===== src/rtl/ex_mem_pipe_stage_pkg.sv =====
// Shared constants for the EX/MEM pipeline stage: control-bit positions and
// the handshake state encoding.
package ex_mem_pipe_stage_pkg;

  localparam int CTRL_W        = 5;
  localparam int CTRL_BRANCH   = 4;
  localparam int CTRL_MEMREAD  = 3;
  localparam int CTRL_MEMWRITE = 2;
  localparam int CTRL_REGWRITE = 1;
  localparam int CTRL_MEMTOREG = 0;

  typedef enum logic [1:0] {
    EMPTY = 2'd0,
    BUSY  = 2'd1,
    FULL  = 2'd2
  } state_t;

endpackage


===== src/rtl/ex_mem_pipe_stage_sat_counter.sv =====
// Saturating up-counter used for the stall and bubble performance counters.
module sat_counter #(
  parameter int CNT_W = 16
) (
  input  logic             clk,
  input  logic             reset,
  input  logic             inc,
  output logic [CNT_W-1:0] count
);

  logic [CNT_W-1:0] r_count;

  always_ff @(posedge clk or negedge reset) begin
    if (!reset) begin
      r_count <= '0;
    end else if (inc && (r_count != {CNT_W{1'b1}})) begin
      r_count <= r_count + CNT_W'(1);
    end
  end

  assign count = r_count;

endmodule


===== src/rtl/ex_mem_pipe_stage.sv =====
// EX/MEM pipeline register with valid/ready handshake, 2-entry skid buffer,
// synchronous flush and bubble control masking.
module ex_mem_pipe_stage
  import ex_mem_pipe_stage_pkg::*;
#(
  parameter int DATA_W = 64,
  parameter int RD_W   = 5,
  parameter int CNT_W  = 16
) (
  input  logic              clk,
  input  logic              reset,
  input  logic              flush,
  input  logic              in_valid,
  output logic              in_ready,
  input  logic [RD_W-1:0]   in_rd,
  input  logic [DATA_W-1:0] in_read_data2,
  input  logic [DATA_W-1:0] in_alu_result,
  input  logic              in_zero,
  input  logic [DATA_W-1:0] in_pc_out,
  input  logic [CTRL_W-1:0] in_ctrl,
  output logic              out_valid,
  input  logic              out_ready,
  output logic [RD_W-1:0]   out_rd,
  output logic [DATA_W-1:0] out_read_data2,
  output logic [DATA_W-1:0] out_alu_result,
  output logic              out_zero,
  output logic [DATA_W-1:0] out_pc_out,
  output logic [CTRL_W-1:0] out_ctrl,
  output logic [CNT_W-1:0]  stall_cnt,
  output logic [CNT_W-1:0]  bubble_cnt
);

  typedef struct packed {
    logic [RD_W-1:0]   rd;
    logic [DATA_W-1:0] read_data2;
    logic [DATA_W-1:0] alu_result;
    logic              zero;
    logic [DATA_W-1:0] pc_out;
    logic [CTRL_W-1:0] ctrl;
  } payload_t;

  state_t   r_state;
  state_t   w_next_state;
  logic     r_in_ready;
  logic     r_out_valid;
  payload_t r_main;
  payload_t r_skid;
  payload_t w_in_payload;
  logic     w_in_fire;
  logic     w_out_fire;
  logic     w_load_main;
  logic     w_main_from_skid;
  logic     w_load_skid;

  assign w_in_payload = '{rd:         in_rd,
                          read_data2: in_read_data2,
                          alu_result: in_alu_result,
                          zero:       in_zero,
                          pc_out:     in_pc_out,
                          ctrl:       in_ctrl};

  assign w_in_fire  = in_valid & r_in_ready;
  assign w_out_fire = r_out_valid & out_ready;

  always_comb begin
    // NOTE: every output gets a default first so no latch is inferred.
    w_next_state     = r_state;
    w_load_main      = 1'b0;
    w_main_from_skid = 1'b0;
    w_load_skid      = 1'b0;
    if (flush) begin
      w_next_state = EMPTY;
    end else begin
      unique case (r_state)
        EMPTY: begin
          if (w_in_fire) begin
            w_next_state = BUSY;
            w_load_main  = 1'b1;
          end
        end
        BUSY: begin
          if (w_in_fire && w_out_fire) begin
            w_load_main = 1'b1;
          end else if (w_in_fire) begin
            w_next_state = FULL;
            w_load_skid  = 1'b1;
          end else if (w_out_fire) begin
            w_next_state = EMPTY;
          end
        end
        FULL: begin
          if (w_out_fire) begin
            w_next_state     = BUSY;
            w_main_from_skid = 1'b1;
          end
        end
        default: w_next_state = EMPTY;
      endcase
    end
  end

  always_ff @(posedge clk or negedge reset) begin
    if (!reset) begin
      r_state     <= EMPTY;
      r_in_ready  <= 1'b1;
      r_out_valid <= 1'b0;
      r_main      <= '0;
      r_skid      <= '0;
    end else begin
      r_state     <= w_next_state;
      r_in_ready  <= (w_next_state != FULL);
      r_out_valid <= (w_next_state != EMPTY);
      if (w_load_main) begin
        r_main <= w_in_payload;
      end else if (w_main_from_skid) begin
        r_main <= r_skid;
      end
      // NOTE: the later non-blocking assignment wins, so a stage going empty
      // always leaves its control bits cleared regardless of the load above.
      if (w_next_state == EMPTY) begin
        r_main.ctrl <= '0;
      end
      if (w_load_skid) begin
        r_skid <= w_in_payload;
      end
    end
  end

  assign in_ready       = r_in_ready;
  assign out_valid      = r_out_valid;
  assign out_rd         = r_main.rd;
  assign out_read_data2 = r_main.read_data2;
  assign out_alu_result = r_main.alu_result;
  assign out_zero       = r_main.zero;
  assign out_pc_out     = r_main.pc_out;
  assign out_ctrl       = r_main.ctrl;

  sat_counter #(.CNT_W(CNT_W)) u_stall_cnt (
    .clk   (clk),
    .reset (reset),
    .inc   (r_out_valid & ~out_ready),
    .count (stall_cnt)
  );

  sat_counter #(.CNT_W(CNT_W)) u_bubble_cnt (
    .clk   (clk),
    .reset (reset),
    .inc   (~r_out_valid),
    .count (bubble_cnt)
  );

endmodule


===== config.mk =====
export PLATFORM = sky130hd
export DESIGN_NAME = ex_mem_pipe_stage
export DESIGN_NICKNAME = d
export VERILOG_FILES = /design/src/rtl/ex_mem_pipe_stage_pkg.sv /design/src/rtl/ex_mem_pipe_stage_sat_counter.sv /design/src/rtl/ex_mem_pipe_stage.sv
export SDC_FILE = /design/constraint.sdc
export NUM_CORES = 1
export LEC_CHECK = 0
export CELL_PAD_IN_SITES_DETAIL_PLACEMENT = 0
export CELL_PAD_IN_SITES_GLOBAL_PLACEMENT = 1
export CORE_MARGIN = 8
export CORE_UTILIZATION = 35
export CTS_CLUSTER_DIAMETER = 100
export CTS_CLUSTER_SIZE = 12
export DETAILED_ROUTE_END_ITERATION = 10
export PLACE_DENSITY = 0.78
export SLEW_MARGIN = 20
export SYNTH_ARGS = -nofsm -noshare
export SYNTH_HDL_FRONTEND = slang
export SYNTH_SLANG_ARGS = --single-unit

===== constraint.sdc =====
create_clock -name clk -period 2.8 [get_ports clk]
set_input_delay 0.28 -clock clk [delete_from_list [all_inputs] [get_ports clk]]
set_output_delay 0.28 -clock clk [all_outputs]
set_load 0.05 [all_outputs]

**Word level (Yosys, flattened, before mapping)**

Cells that the tools add are included.
Widths: inputs -> output; s select.

- Bits of input ports: 208
- Bits in registers: 442

- $add $sub $neg: 2
- Eq/ne operators: 5
- Reductions and logical operators: 8
- Bitwise gates (word level): 5
- Multiplexer cells: 20

Operator list:

| cell | number |
|---|---|
| $mux 203 | 2 |
| $add 16x1->16 const B | 2 |
| $ne 16x16->1 const B | 2 |
| $mux 2 | 6 |
| $mux 1 | 9 |
| $pmux 2 s3 | 1 |
| $mux 5 | 1 |
| $logic_not 2->1 | 2 |
| $reduce_bool 2->1 | 2 |
| $and 1x1->1 | 3 |
| $logic_and 1x1->1 | 3 |
| $reduce_bool 3->1 | 1 |
| $eq 2x1->1 const B | 1 |
| $eq 2x2->1 const B | 1 |
| $ne 2x2->1 const B | 1 |
| $not 1->1 | 2 |
| $pmux 1 s2 | 1 |

**Depth between registers and ports, before layout**

Gate-level depths: netlist of run 1.

- Depth after elaboration: 8
- Gate-level depth with buffers: 8

**Modules after synthesis**

A second synthesis of run 1 with hierarchy kept.

- Cell total of the unflattened synthesis: 1496
- Area, all modules: 18793.0 um^2

Modules (own cells, without submodules):

| module | instances | sequential area each (um^2) | cells an instance | area an instance (um^2) |
|---|---|---|---|---|
| ex_mem_pipe_stage | 1 | 10261.1 | 1342 | 17023.8 |
| sat_counter | 2 | 400.4 | 77 | 884.6 |

**Least setup slack after synthesis of run 1**

Ideal clock, no wire load.

- Path type: flip-flop to flip-flop
- From: register r_out_valid (netlist: out_valid)
- To: register r_skid[130] in the netlist's numbering
- Path buffers: 4
- Clock period less this slack: 2.146 ns
- Data required time: 2.675 ns
- Arrival: 2.021 ns
- Cell stages (with the launch flop): 8
- Path slack: 0.654 ns
- Setup time: 0.125 ns
- Path through: dfrtp_1 -> buf_2 -> a21bo_1 -> or3_1 -> buf_2 -> buf_6 -> buf_6 -> mux2_4

- Cells in the longest elaborated chain, start to end: 5

Ends and longest elaborated chain:

| what | line | text |
|---|---|---|
| start: declaration | ex_mem_pipe_stage.sv:45 | `logic r_out_valid;` |
| start signal: assignment | ex_mem_pipe_stage.sv:112 | `r_out_valid <= (w_next_state != EMPTY);` |
| $and 1x1->1 | ex_mem_pipe_stage.sv:63 | `assign w_out_fire = r_out_valid & out_ready;` |
| $logic_and 1x1->1 | ex_mem_pipe_stage.sv:82 | `if (w_in_fire && w_out_fire) begin` |
| $mux 1 | ex_mem_pipe_stage.sv:82 |  |
| $mux 1 | ex_mem_pipe_stage.sv:74 | `unique case (r_state)` |
| $mux 1 | ex_mem_pipe_stage.sv:71 | `if (flush) begin` |
| end signal: assignment | ex_mem_pipe_stage.sv:124 | `r_skid <= w_in_payload;` |
| end: declaration | ex_mem_pipe_stage.sv:47 | `payload_t r_skid;` |

No other way between the ends.
A chain may end at the register's enable or synchronous reset.

**Worst setup path in the final report of run 1**

- From: register r_out_valid (netlist: out_valid)
- To: output port out_valid

RTL lines:

| what | line | text |
|---|---|---|
| end: declaration | ex_mem_pipe_stage.sv:21 | `output logic out_valid,` |

No word-level cell between the ends.

==> run summary, run 1 <==
The final worst-path cycle share is 0.811. Headroom to the max-slew limit came out at 0.374. Relative to the synthesized area, the layout overhead comes to 34.7%. Yosys printed 0 warnings.

The core outline area came out at 53,500 um^2. Synthesis produced 1,511 cells. During placement, the flow inserted port buffers numbering between 400 and 500. After synthesis, the most frequently instantiated cells are 441 x dfrtp_1, 212 x nand2_1, 210 x nand3_1.

The number of CTS-inserted buffers came out at 43. The largest stage delay on the critical path came out at roughly 0.89 ns. The count of TritonRoute iterations in the first routing pass came out at 5. The number of global-route vias before repair is 14,490. The distinct cell type count after synthesis came out at 43.

The initial utilization of the core area, before any placement, comes to 0.352. The total of endpoints with negative setup slack in the final report came out at 0. Among cell families on the critical path, the largest total delay comes from buffers and inverters. The H-tree was split into 2 levels. Of all flip-flops after synthesis, the portion carrying an async set or reset was 1.00. The count of pins on the block boundary came out at ~450. The dominant combinational cell family by area after synthesis is multiplexers.

The post-CTS setup buffer count is 0. Dividing the detail-routed via count by the number of cells gives 5.26. The total standard cell area after synthesis came out at 18,800 um^2. The path class of the lowest-slack min-delay path is in2reg.

The die is roughly 250 um tall. Static timing analysis puts the maximum clock frequency at 440 MHz. After routing, the total negative slack on setup checks comes to 0 ns.

The total die area came out at a little over 60,000 um^2. The slew of the pin with the lowest slew margin is ~0.94 ns. The total placed cells including tap cells is approximately 2,600. The half-perimeter wire length after placement came out at 37.5 mm. The start-to-end type of the worst setup path is reg2out. In this run the most critical hold path is launched from in_ctrl[4]. For met1 alone, demand over resource in global routing was 0.232.

The DRC violation count after routing is 0. The slowest stage of the critical path is the clkdlybuf4s50_1 cell. When the netlist entered floorplanning its net count stood at ~1,700. The complex-gate fraction of the synthesized area came out at 0.0891. The reg-to-reg setup timing slack is 0.54 ns. The worst setup path is launched from a register. Of the cells placed in the final design, the portion with a size suffix greater than 1 is 0.160.

The most instantiated flip-flop cell in the synthesis netlist is dfrtp_1. The run finished with clean final reports. The tree built by TritonCTS fans out to 442 sinks. The worst register-to-register path ends at r_skid[85]. The worst hold path passes through 3 cells. The total wirelength of the detailed-routed design is 56.1 mm. In the post-synthesis netlist, the cell with the most instances is dfrtp_1. The type of destination of the critical path is an output port. Of the total synthesized cell area, the portion taken by full adders, half adders and majority gates is 0.00133. The share of the Yosys chip area taken by registers is 0.588. The met2 usage came out at 0.281. The area share of and/or/nand/nor cells after synthesis came out at 0.118. The maximum fanout count along the critical path is 10. The floorplan row count came out at between 80 and 90. The global-route total usage across every layer came out at 0.177.

The fraction of the core area covered by cells at the end of the flow is 0.473. After layout, the worst setup slack is ~0.53 ns. For the worst flop-to-flop path, the logic depth is 4.

The required time of the worst setup path is ~2.5 ns. The CTS clock-pin slew for the worst setup and hold paths is 0.07 ns. The tool flagged a number of max-cap violations equal to 0.

In the global route stage, met3 resource usage came out at 0.0466. The layout net count is around 2,100. The worst hold path terminates at out_ctrl[4].

The worst hold-check slack is 0.326 ns. The first global-routing pass estimated just under 90 mm of wire. The maximum number of buffers from clock root to sink is 3. The average footprint of a synthesized cell is 12.4 um^2. The xor/xnor cell area share of the yosys netlist is 0.0107.

The number of buffers and inverters on the critical path came out at 1. Data on the critical path arrives at its endpoint at 1.99 ns. met2 is the most crowded layer.

The signal on the critical path passes through clkdlybuf4s50_1. The chip width is roughly 250 um. Setup repair after global routing left no endpoint under its margin.

Sorting the synthesized cells by area gives the leading types as dfrtp_1 59%, mux2_4 14%, a22oi_1 7.9%. Entering global routing, the biggest net connects 104 pins. The number of antenna violations at the first check in global routing came out at 7.

Across the routed clock network, the largest skew measured is 0.0166 ns. Synthesis inferred 442 register bits. The fraction of synthesized cell area taken by the top area cell type came out at 0.587. The maximum resistive drop on vdd is 0.472 mV. The post-place setup slack is 0.369 ns. The number of hold violations in the final report came out at 0.

The cell type with the largest total area after synthesis is dfrtp_1. The total power divided by cell area is 926 nW/um^2. The leakage power summed over all cells came out at 11.8 nW. At the later pin of the worst-skew pair, clock insertion delay measures around 0.56 ns.

The post-synthesis mux area share is 0.160. The time the final worst path needs with I/O delays and setup came out at 2.27 ns. The weighted congestion at the end of routability-driven global placement is 0.809. In this run, the number of DRC markers left after iteration 0 of detailed routing was 952. Detailed routing inserted a total of 13,904 vias. The CTS tree is done. The number of nets with antenna violations after routing came out at 0.

The mean routed wirelength per cell came out at roughly 21 um. For this run the aggregate overflow at the end of global routing stands at 0. The worst register-to-register path begins at out_valid. The tree is rooted in a clkbuf_16. The number of synthesized flops with an enable pin is 0. The final max-slew violation count is 0. For this run, the number of standard cells in the final layout without fillers is roughly 2,600.
## metal layers
| metal | part of all wire | vias up |
|---|---|---|
| li1 | - | 6239 |
| met1 | 0.42 | 7113 |
| met2 | 0.49 | 457 |
| met3 | 0.070 | 93 |
| met4 | 0.028 | 2 |
| met5 | 0.00020 | - |
## how the worst max path moves through the flow
stage                    from     endpoint  slack [ns]  cells after the start
CTS                 out_valid    out_valid        0.48                      1
finish              out_valid    out_valid        0.53                      1
floorplan           out_valid  r_skid[130]        0.65                      7
detailed placement  out_ready    r_skid[0]        0.37                      5
global placement    out_ready    r_skid[1]        0.40                      5
global route        out_valid    out_valid        0.46                      1
## cell type report
type                    count  area, um^2
repair buffers            490        5030
fillers                  4819       28200
diodes                      7        17.5
well taps                 696         871
flip-flops and latches    442       11100
clock inverters             3        18.8
inverters                   5        18.8
multi-input cells         948        7150
clock buffers              53        1160
## power breakdown
part / leakage, nW / switching (W) / internal [W]
combinational: 5.77 / 0.00470 / 0.00365
clock: 0.576 / 0.00237 / 0.00287
sequential: 5.45 / 0.00141 / 0.00846
## cells by family after synthesis
group                    count (synthesis)
buffers and inverters                  121
adder cells (fa/ha/maj)                  2
AND/OR/NAND/NOR                        487
flip-flops                             442
AO/OA/AOI/OAI                          226
XOR/XNOR                                23
multiplexers                           210
## worst reg2reg max path, delay by kind of cell, from the launching register on
family	cells	cell delay, ns
AOI/OAI and AO/OA	1	0.26
buffers and inverters	1	0.25
DFF	1	0.50
muxes	1	0.72
and+or+nand+nor	1	0.41
## layout by cell type (no fill, tap or decap), types with 2 or more instances in the layout
| cell type | netlist | final |
|---|---|---|
| nor4_1 | 3 | 3 |
| o311ai_0 | 2 | 2 |
| or3_4 | 0 | 2 |
| xnor2_1 | 12 | 12 |
| nand3_1 | 210 | 210 |
| nor2_1 | 18 | 17 |
| nor3_1 | 9 | 8 |
| a211oi_1 | 5 | 5 |
| inv_1 | 5 | 5 |
| and4_1 | 3 | 3 |
| and3_1 | 3 | 3 |
| buf_4 | 0 | 26 |
| or3_1 | 4 | 2 |
| xor2_1 | 11 | 11 |
| mux2_2 | 39 | 39 |
| ha_1 | 2 | 2 |
| a22oi_1 | 198 | 198 |
| o2111ai_1 | 2 | 2 |
| o21ai_0 | 2 | 2 |
| diode_2 | 0 | 7 |
| mux2_4 | 170 | 170 |
| clkbuf_16 | 0 | 45 |
| dfrtp_1 | 441 | 441 |
| nand2_1 | 212 | 212 |
| nand4_1 | 13 | 13 |
| clkdlybuf4s50_1 | 0 | 443 |
| nand2b_1 | 2 | 2 |
| o21bai_1 | 2 | 2 |
| clkbuf_1 | 73 | 8 |
| clkinv_2 | 0 | 2 |
| buf_12 | 1 | 19 |
| and2_1 | 2 | 2 |
| a21oi_1 | 11 | 11 |
## sequential cells by signal, indices dropped and copies added, names as in the netlist
register / count
out_read_data2: 64
out_ctrl: 5
out_zero: 1
out_valid: 1
in_ready: 1
out_rd: 5
r_state: 2
r_skid: 203
out_alu_result: 64
out_pc_out: 64
u_bubble_cnt.count: 16
u_stall_cnt.count: 16
## timing repair
action	CTS	global route
endpoints found under the hold margin	73	0
hold buffers	1	0
resized for setup	0	0
## stage by stage
stage | power [W] | area (um^2)
2_1_floorplan | 0.0151 | 18800
3_3_place_gp | 0.0181 | 24100
3_5_place_dp | 0.0183 | 24100
4_1_cts | 0.0237 | 25300
5_1_grt | 0.0245 | 25300
6_report | 0.0235 | 25300
No activity file was read; power rests on OpenSTA's default activity.
==> run 2, diff against run 1 <==
clock period = 2.2 ns   (was 2.8 ns; I/O delays follow)
==> run 2 against run 1 <==
Net effect:
- critical endpoint is now bubble_cnt[2]
- sequential cell count did not move
- die area did not move
- count of clock-buffer cells in the layout rose by 1
- critical path type unchanged
- clock skew barely moved
- largest cell class unchanged
- sequential share of layout area fell by 0.90 points
- combinational power rose by 29%
- clock power rose by 27%
- critical path depth did not move
==> run summary, run 2 (synthesized netlist as in run 1, its figures left out) <==
The starting density of the core is 0.352 (unchanged). The cell type group with the largest total delay on the critical path is buffers and inverters (unchanged). The maximum resistive drop on vdd came to 0.655 mV (was 0.472 mV). The normalized max-slew margin came out at 0.508 (was 0.374). The number of CTS-inserted buffers came to 42 (was 43).

The maximum clock frequency came out at 472 MHz. The reg-to-reg setup timing slack is 0.26 ns (was 0.54 ns). The number of global-route vias before repair came out at 14,965 (was 14,490).

The count of pins on the block boundary is 445 (unchanged). The total of max-cap violations is 0 (unchanged). The launching instance or port of the critical path is u_bubble_cnt.count[2] (was out_valid). The design area came to 25,900 um^2 (was 25,300 um^2). Unrepaired setup endpoints after global routing: false (unchanged). The final non-filler cell total came out at 2,674 (was 2,644). The final setup TNS is 0 ns (unchanged).

The cell at the root of the clock tree is clkbuf_16 (unchanged). The type of destination of the critical path is an output port (unchanged). The first-pass GRT wire length is 87.8 mm (was 86.7 mm). The die extent in y is 248 um (unchanged).

The least setup slack across all paths after layout came out at 0.0795 ns (was 0.528 ns). The commonest non-fill, non-tap cell in the layout was clkdlybuf4s50_1 (unchanged). The post-CTS setup buffer count came out at 0 (unchanged). The core outline area is 53,500 um^2 (unchanged). The met2 usage is 0.298 (was 0.281).

The depth of the worst register-to-register path is 5 (was 4). The count of TritonRoute iterations in the first routing pass is 5 (unchanged). The leakage power summed over all cells was 12.1 nW (was 11.8 nW). The floorplan row count came to 85 (unchanged). The reg-to-reg endpoint is r_skid[167] (was r_skid[85]). The maximum fanout count along the critical path was 6 (was 10). The met1 track utilization from global routing came out at 0.223 (was 0.232). The half-perimeter wire length after placement is 39.8 mm (was 37.5 mm). The count of antenna diodes in the layout came out at 0 (was 7). The master of the slowest instance on the critical path is clkdlybuf4s50_1 (unchanged). The largest stage delay on the critical path is 0.88 ns (was 0.89 ns). The number of hold violations in the final report came out at 0 (unchanged).

The fraction of layout cells with a size suffix above 1 is 0.176 (was 0.160). The final max-slew violation count was 0 (unchanged). The DRC violation count after routing came out at 0 (unchanged). The total power divided by cell area came out at 1160 nW/um^2 (was 926 nW/um^2).

The number of cells on the critical path came out at 1 (unchanged). The total wirelength of the detailed-routed design came to 56.8 mm (was 56.1 mm). The total die area is 61,400 um^2 (unchanged). CP Cell Sequence: clkdlybuf4s50_1 (unchanged). The number of antenna violations at the first check in global routing was 2 (was 7). The weighted congestion at the end of routability-driven global placement is 0.808 (was 0.809). The worst-skew pair later-pin latency is 0.56 ns (about the same).

The CTS clock-pin slew for the worst setup and hold paths came out at 0.06 ns (was 0.07 ns). The number of clock sinks is 442 (unchanged). The worst reg2reg path startpoint was in_ready (was out_valid). The quantity of I/O buffers inserted on ports is 444 (unchanged). In the finished design, the share of the clock period the worst path needs comes to 0.964.

The post-place setup slack came out at -0.0388 ns (was 0.369 ns). The DRC violation total after the first TritonRoute iteration came to 832 (was 952). The relative area change from synthesis to final layout came out at 37.5% (was 34.7%).

The total of endpoints with negative setup slack in the final report was 0 (unchanged). The total placed cells including tap cells came out at 2,619 (was 2,580). The largest net degree at the start of global routing came out at 102 (was 104). The number of buffers and inverters on the critical path came out at 1 (unchanged). The path class of the lowest-slack min-delay path is in2async (was in2reg). The met3 usage in global routing came out at 0.0505 (was 0.0466).

The flip-flop count of the largest register after layout is 203 (unchanged). Commonest cells after routing, fill and taps aside: 442 x clkdlybuf4s50_1, 441 x dfrtp_1, 212 x nand2_1 (was 443 x clkdlybuf4s50_1, 441 x dfrtp_1, 212 x nand2_1). The kind of start point of the critical path is a register (unchanged).

The most used routing layer in global routing is met2 (unchanged). Result of the run: finished clean (unchanged). The number of nets with antenna violations after routing came to 0 (unchanged). The clock tree skew after final layout was 0.0169 ns (was 0.0166 ns). The number of levels the H-tree was split into came out at 2 (unchanged). The overall via count from detail_route is 13,901 (was 13,904). The chip width is 248 um (unchanged).

The placement-stage cell area came out at 24,700 um^2 (was 24,100 um^2). The global-route total usage across every layer is 0.179 (was 0.177). The via-per-instance ratio came to 5.20 (was 5.26). The register name with the most flops is r_skid (unchanged).

The required time of the worst setup path came out at 1.98 ns (was 2.52 ns). The CTS tree is done (unchanged). The total grt overflow came out at 0 (unchanged). The maximum number of buffers from clock root to sink is 3 (unchanged). The start-to-end type of the worst setup path was reg2out (unchanged). The layout net count is 2,178 (was 2,140). The signal arrival time at the worst endpoint was 1.90 ns (was 1.99 ns). The slew of the pin with the lowest slew margin came out at 0.737 ns (was 0.939 ns). Subtracting the final worst setup slack from the clock period gives between 2 and 2.5 ns. The mean routed wirelength per cell is 21.2 um (about the same).
run 2: worst max path at each step:
stage | endpoint | slack, ns
6_report | bubble_cnt[2] | 0.08
5_1_grt | stall_cnt[4] | 0.01
4_1_cts | stall_cnt[4] | 0.04
3_5_place_dp | out_alu_result[40] | -0.04
3_3_place_gp | u_stall_cnt.count[14] | -0.01
2_1_floorplan | r_skid[130] | 0.05
run 2: metrics by stage:
stage | hold WS, ns | total power, W | utilization
after floorplan | -0.0756 | 0.0193 | -
after detailed placement | 0.154 | 0.0234 | 0.461
after global routing | 0.171 | 0.0313 | 0.483
after global placement | 0.154 | 0.0232 | 0.461
after CTS | 0.136 | 0.0303 | 0.483
final | 0.177 | 0.0300 | 0.483
run 2: where the power goes:
group          switching, W  internal [W]  leakage [nW]  total, W
Combinational       0.00602       0.00473          6.06    0.0108
Sequential          0.00178        0.0108          5.45    0.0125
Clock               0.00299       0.00367         0.571   0.00666
run 2: layout make-up:
type / count / area (um^2)
Fill cell: 4702 / 27600
Sequential cell: 442 / 11100
Tap cell: 696 / 871
Clock buffer: 54 / 1170
Timing Repair Buffer: 529 / 5590
Multi-Input combinational cell: 948 / 7150
Inverter: 5 / 18.8
run 2: what timing repair did:
action	in CTS	in global routing
resized for setup	1	0
endpoints found under the hold margin	241	0
setup endpoints to repair	1	0
hold buffers	1	0
run 2: layer usage:
layer	wire length [um]	up-vias	share of wire
li1	-	6309	-
met1	23300	7057	0.41
met2	27600	434	0.49
met3	4090	97	0.072
met4	1740	4	0.031
met5	29	-	0.00051
==> run 3, diff against run 2 <==
CAP_MARGIN = 20   (was not set)
==> results of run 3 <==
Same layout as run 2: the final DEF is identical, and so are final timing and power.
